$ cat config.mk
export PLATFORM = sky130hd
export DESIGN_NAME = gray_step_sequencer
export DESIGN_NICKNAME = d
export VERILOG_FILES = /design/src/rtl/gray_step_sequencer_pkg.sv /design/src/rtl/gray_step_sequencer_counter.sv /design/src/rtl/gray_step_sequencer.sv
export SDC_FILE = /design/constraint.sdc
export NUM_CORES = 1
export LEC_CHECK = 0
export ABC_AREA = 1
export BUFFER_PORTS_ARGS = -buffer_cell sky130_fd_sc_hd__buf_4
export CORE_ASPECT_RATIO = 1.4
export CORE_MARGIN = 4
export CORE_UTILIZATION = 40
export DETAILED_ROUTE_END_ITERATION = 6
export GPL_TIMING_DRIVEN = 0
export MAX_ROUTING_LAYER = met4
export SYNTH_ARGS = -nofsm -noshare
export SYNTH_HDL_FRONTEND = slang
export SYNTH_SLANG_ARGS = --single-unit
$ cat constraint.sdc
create_clock -name clk -period 2.1 [get_ports clk]
set_input_delay 0.105 -clock clk [delete_from_list [all_inputs] [get_ports clk]]
set_output_delay 0.105 -clock clk [all_outputs]
set_load 0.05 [all_outputs]
$ cat src/rtl/gray_step_sequencer_pkg.sv
// Shared definitions for the Gray step sequencer: state encoding,
// default widths and the binary-to-Gray conversion.
package gray_seq_pkg;

   localparam int WIDTH_DEF  = 4;
   localparam int STEP_W_DEF = 8;
   localparam int DIV_W_DEF  = 8;

   localparam logic [1:0] ST_IDLE = 2'd0;
   localparam logic [1:0] ST_RUN  = 2'd1;
   localparam logic [1:0] ST_DONE = 2'd2;

   typedef enum logic [1:0] {
      IDLE = ST_IDLE,
      RUN  = ST_RUN,
      DONE = ST_DONE
   } state_e;

   // Reflected Gray code of a binary value; callers narrow the result.
   function automatic logic [31:0] bin2gray(input logic [31:0] b);
      return b ^ (b >> 1);
   endfunction

endpackage

$ cat src/rtl/gray_step_sequencer_counter.sv
// Gray counter datapath: a binary register advanced by one, presented as
// its reflected Gray code. Clear takes priority over advance.
module gray_counter_core
   import gray_seq_pkg::*;
#(
   parameter int WIDTH = WIDTH_DEF
) (
   input  logic             clk,
   input  logic             reset,
   input  logic             clr,
   input  logic             adv,
   output logic [WIDTH-1:0] gray
);

   logic [WIDTH-1:0] bin_q;
   logic [WIDTH-1:0] bin_d;

   always_comb begin
      bin_d = bin_q;
      if (clr) begin
         bin_d = '0;
      end else if (adv) begin
         bin_d = bin_q + WIDTH'(1);
      end
   end

   always_ff @(posedge clk) begin
      if (reset) begin
         bin_q <= '0;
      end else begin
         bin_q <= bin_d;
      end
   end

   // Gray output depends only on the register, so it changes only at edges.
   assign gray = WIDTH'(bin2gray(32'(bin_q)));

endmodule

$ cat src/rtl/gray_step_sequencer.sv
// Command-driven sequencer: accepts "advance N steps every I+1 cycles",
// paces enable pulses to the Gray counter, and reports completion or abort.
module gray_step_sequencer
   import gray_seq_pkg::*;
#(
   parameter int WIDTH  = WIDTH_DEF,
   parameter int STEP_W = STEP_W_DEF,
   parameter int DIV_W  = DIV_W_DEF
) (
   input  logic              clk,
   input  logic              reset,
   input  logic              cmd_valid,
   output logic              cmd_ready,
   input  logic [STEP_W-1:0] cmd_steps,
   input  logic [DIV_W-1:0]  cmd_interval,
   input  logic              cmd_clear,
   input  logic              abort,
   output logic [WIDTH-1:0]  gray_count,
   output logic [STEP_W-1:0] steps_left,
   output logic              busy,
   output logic              done,
   output logic              aborted
);

   state_e            state_q, state_d;
   logic [STEP_W-1:0] steps_q, steps_d;
   logic [DIV_W-1:0]  timer_q, timer_d;
   logic [DIV_W-1:0]  ival_q, ival_d;
   logic              aborted_q, aborted_d;
   logic              ready_q, ready_d;
   logic              busy_q, busy_d;
   logic              done_q, done_d;
   logic              adv;
   logic              clr;

   always_comb begin
      state_d   = state_q;
      steps_d   = steps_q;
      timer_d   = timer_q;
      ival_d    = ival_q;
      aborted_d = aborted_q;
      adv       = 1'b0;
      clr       = 1'b0;
      unique case (state_q)
         IDLE: begin
            if (cmd_valid && ready_q) begin
               steps_d   = cmd_steps;
               timer_d   = cmd_interval;
               ival_d    = cmd_interval;
               clr       = cmd_clear;
               aborted_d = 1'b0;
               state_d   = (cmd_steps == '0) ? DONE : RUN;
            end
         end
         RUN: begin
            // Abort beats a due advance: the step count freezes as it stands.
            if (abort) begin
               aborted_d = 1'b1;
               state_d   = DONE;
            end else if (timer_q == '0) begin
               adv     = 1'b1;
               steps_d = steps_q - STEP_W'(1);
               timer_d = ival_q;
               if (steps_q == STEP_W'(1)) begin
                  state_d = DONE;
               end
            end else begin
               timer_d = timer_q - DIV_W'(1);
            end
         end
         DONE: begin
            aborted_d = 1'b0;
            state_d   = IDLE;
         end
         default: state_d = IDLE;
      endcase
      // Status flags are registered from the next state so they align with it.
      ready_d = (state_d == IDLE);
      busy_d  = (state_d != IDLE);
      done_d  = (state_d == DONE);
   end

   always_ff @(posedge clk) begin
      if (reset) begin
         state_q   <= IDLE;
         steps_q   <= '0;
         timer_q   <= '0;
         ival_q    <= '0;
         aborted_q <= 1'b0;
         ready_q   <= 1'b0;
         busy_q    <= 1'b0;
         done_q    <= 1'b0;
      end else begin
         state_q   <= state_d;
         steps_q   <= steps_d;
         timer_q   <= timer_d;
         ival_q    <= ival_d;
         aborted_q <= aborted_d;
         ready_q   <= ready_d;
         busy_q    <= busy_d;
         done_q    <= done_d;
      end
   end

   gray_counter_core #(
      .WIDTH(WIDTH)
   ) u_core (
      .clk  (clk),
      .reset(reset),
      .clr  (clr),
      .adv  (adv),
      .gray (gray_count)
   );

   assign cmd_ready  = ready_q;
   assign steps_left = steps_q;
   assign busy       = busy_q;
   assign done       = done_q;
   assign aborted    = aborted_q;

endmodule

==> impl_results.md <==
- Relative slew slack: 61.5%
- Placed insts: 387
- # setup viols final: 0
- Ranking of synthesized cells by area: dfxtp_1 (35%), nand2_1 (13%), a21oi_1 (9.5%)
- Later-pin clock latency in the skew report: 0.29 ns
- Adder-Cell Fraction of Synth Area: 3.85%
- Hpwl dp: 3670 µm
- Core outline area: 4610 µm²
- Post-synthesis compound-gate area fraction: 18.5%
- Min Clock Period, post-route: 1.69 ns
- Buffer count from post-CTS setup fixing: 0
- Area grow syn2layout: 23.4%
- Post-Syn Nets: 316
- Post-DR vias/cell: 4.96
- # clock sinks: 34
- Die width: 67 µm
- Drt pass-1 iters: 5
- Post-synthesis mux area share: 0%
- Share of layout cells above drive strength 1: 20.4%
- Total CTS buffers: 5
- Final worst-path cycle share: 80.3%
- Post-Syn Instances: 289
- RSZ-0062 raised after global routing: false
- Final setup TNS: 0 ns
- CTS tree: done
- Final core occ: 52.2%
- Vias post-DR: 1961
- Initial antenna violation count: 0
- Crit path launch: cmd_ready
- Register bit count reported by yosys: 34
- CP arrival: 1.85 ns
- CP max FO: 10
- Hold-fix buffers, CTS: 0
- Largest net degree at the start of global routing: 12
- Setup Skew: 0.00690 ns
- Post_cts resized: 0
- Avg Inst Size Synth: 6.75 µm²
- Placement Rows: 29
- Leading area contributor after synthesis: dfxtp_1
- Post-Route WL: 5010 µm
- Peak VDD IR: 0.000360 V
- Leak Pwr: 0.00111 µW
- Count of input and output buffers: 36
- Synth Cell Area: 1950 µm²
- Synth cell types: 31
- Slew Viols, Final: 0
- Die area: 6070 µm²
- Area share of and/or/nand/nor cells after synthesis: 31.6%
- ANT cells: 0
- Top delay family on crit path: simple AND/OR/NAND/NOR gates
- Post-synth EDFFs: 0
- Most common cell after layout, fill and taps aside: nand2_1
- CP Capture Type: register
- Hold path startpoint: cmd_interval[7]
- Share of the synthesized area in the top cell type: 34.9%
- Buffers & Inverters on Critical Path: 2
- Worst EP required: 2.26 ns
- PwrDens: 797 nW/µm²
- Critical path class: reg -> reg
- Max Freq: 593 MHz
- Synth Area in XOR/XNOR: 2.25%
- DRC: 0
- Antenna-violating nets left: 0
- Worst-Margin Slew: 0.575 ns
- Top FF cell, synth: dfxtp_1
- Startpoint types: register
- Die H: 90.6 µm
- Total GRT Usage: 18.2%
- Gr ovfl total: 0
- Routability cong.: 0.804
- Slowest-stage cell, CP: nor3_2
- Drt wl/cell: 12.7 µm
- Root buf cell: clkbuf_8
- Max Cap Viol: 0
- Synth warn: 0
- Max H-tree Level: 2
- Async SR Flop Fraction: 0%
- Largest stage delay, worst path: 0.47 ns
- FILL cells: 494
- Vias in the first global route: 1893
- Drt initial violations: 95
- Layout Nets: 359
- Commonest non-fill, non-tap cells in the layout: nand2_1 (65), nor2_1 (37), a21oi_1 (37), buf_4 (37), dfxtp_1 (34)
- Non-filler cells, final: 395
- Main combinational cell family by area after synthesis: simple AND/OR/NAND/NOR gates
- I/O pin count: 37
- Worst-case clock buffer depth: 2
- Critical R2R Launch: cmd_ready
- Final hold violation count: 0
- Outcome: completed
- First-pass GRT wire length: 8340 µm
- Clock transition at path regs: 0.08 ns
- Post-synthesis sequential area ratio: 34.9%
- Initial Utilization: 42.3%
- Worst hold path class: in -> reg
- CP cell instances: nand2_1 > nor3_2 > inv_2 > clkbuf_1 > o21ai_1 > a21oi_1
[cells by family after synthesis]
group | count (synthesis)
buffers and inverters | 42
adders and majority gates | 6
and+or+nand+nor | 134
AOI/OAI and AO/OA | 68
xor gates and xnor gates | 5
DFF | 34
[worst paths after layout]
path                             endpoint  slack [ns]  cells after the start
worst max-delay path            ival_q[5]        0.41                      6
worst min-delay path            ival_q[7]        0.05                      3
worst max register to register  ival_q[5]        0.41                      6
worst min register to register  ival_q[6]        0.46                      2
[stage by stage]
step	hold WS, ns	setup WS [ns]	instance area, µm²	total power [µW]
2_1_floorplan	0.240	0.404	1950	1170
3_3_place_gp	0.344	0.424	2300	1330
3_5_place_dp	0.348	0.410	2300	1330
4_1_cts	0.0511	0.387	2410	1930
5_1_grt	0.0688	0.218	2410	2030
6_report	0.0502	0.414	2410	1920
[where the power goes]
group          internal (µW)  switching, µW
Clock                    349            252
Sequential               697           45.6
Combinational            200            375
Total                   1250            672
[cell usage after synthesis (4+ instances only)]
library cell / n
a21oi_1: 37
o21ai_1: 18
clkbuf_1: 4
inv_1: 27
nand2_1: 65
dfxtp_1: 34
ha_1: 6
inv_2: 6
nand3_1: 16
nor2_1: 37
o21ai_0: 9
[layer usage]
metal  vias up  wire (µm)  track usage [%]
met1       896       2070             20.5
li1       1020          -                -
met3         4        237             2.99
met5         -          0                -
met4         0         41             6.43
met2        41       2660             31.4
[state kept, by name (all words and copies together) (netlist names)]
name,count
cmd_ready,1
state_q,2
ival_q,8
u_core.bin_q,4
aborted,1
busy,1
done,1
steps_left,8
timer_q,8
[layout make-up]
class | count | area (µm²) | area share, %
Timing Repair Buffer | 36 | 270 | 11.2
Clock buffer | 5 | 68.8 | 2.86
Multi-Input combinational cell | 213 | 1100 | 45.6
Tap cell | 62 | 77.6 | 3.22
Clock inverter | 3 | 40.0 | 1.66
Buffer | 8 | 37.5 | 1.56
Sequential cell | 34 | 681 | 28.3
Inverter | 34 | 135 | 5.62
[tightest hold or removal path, cell delays in order]
cell and delay [ns]:
buf_4 0.08, nor2_1 0.04, nor2_1 0.08
(Power assumes the default switching activity.)
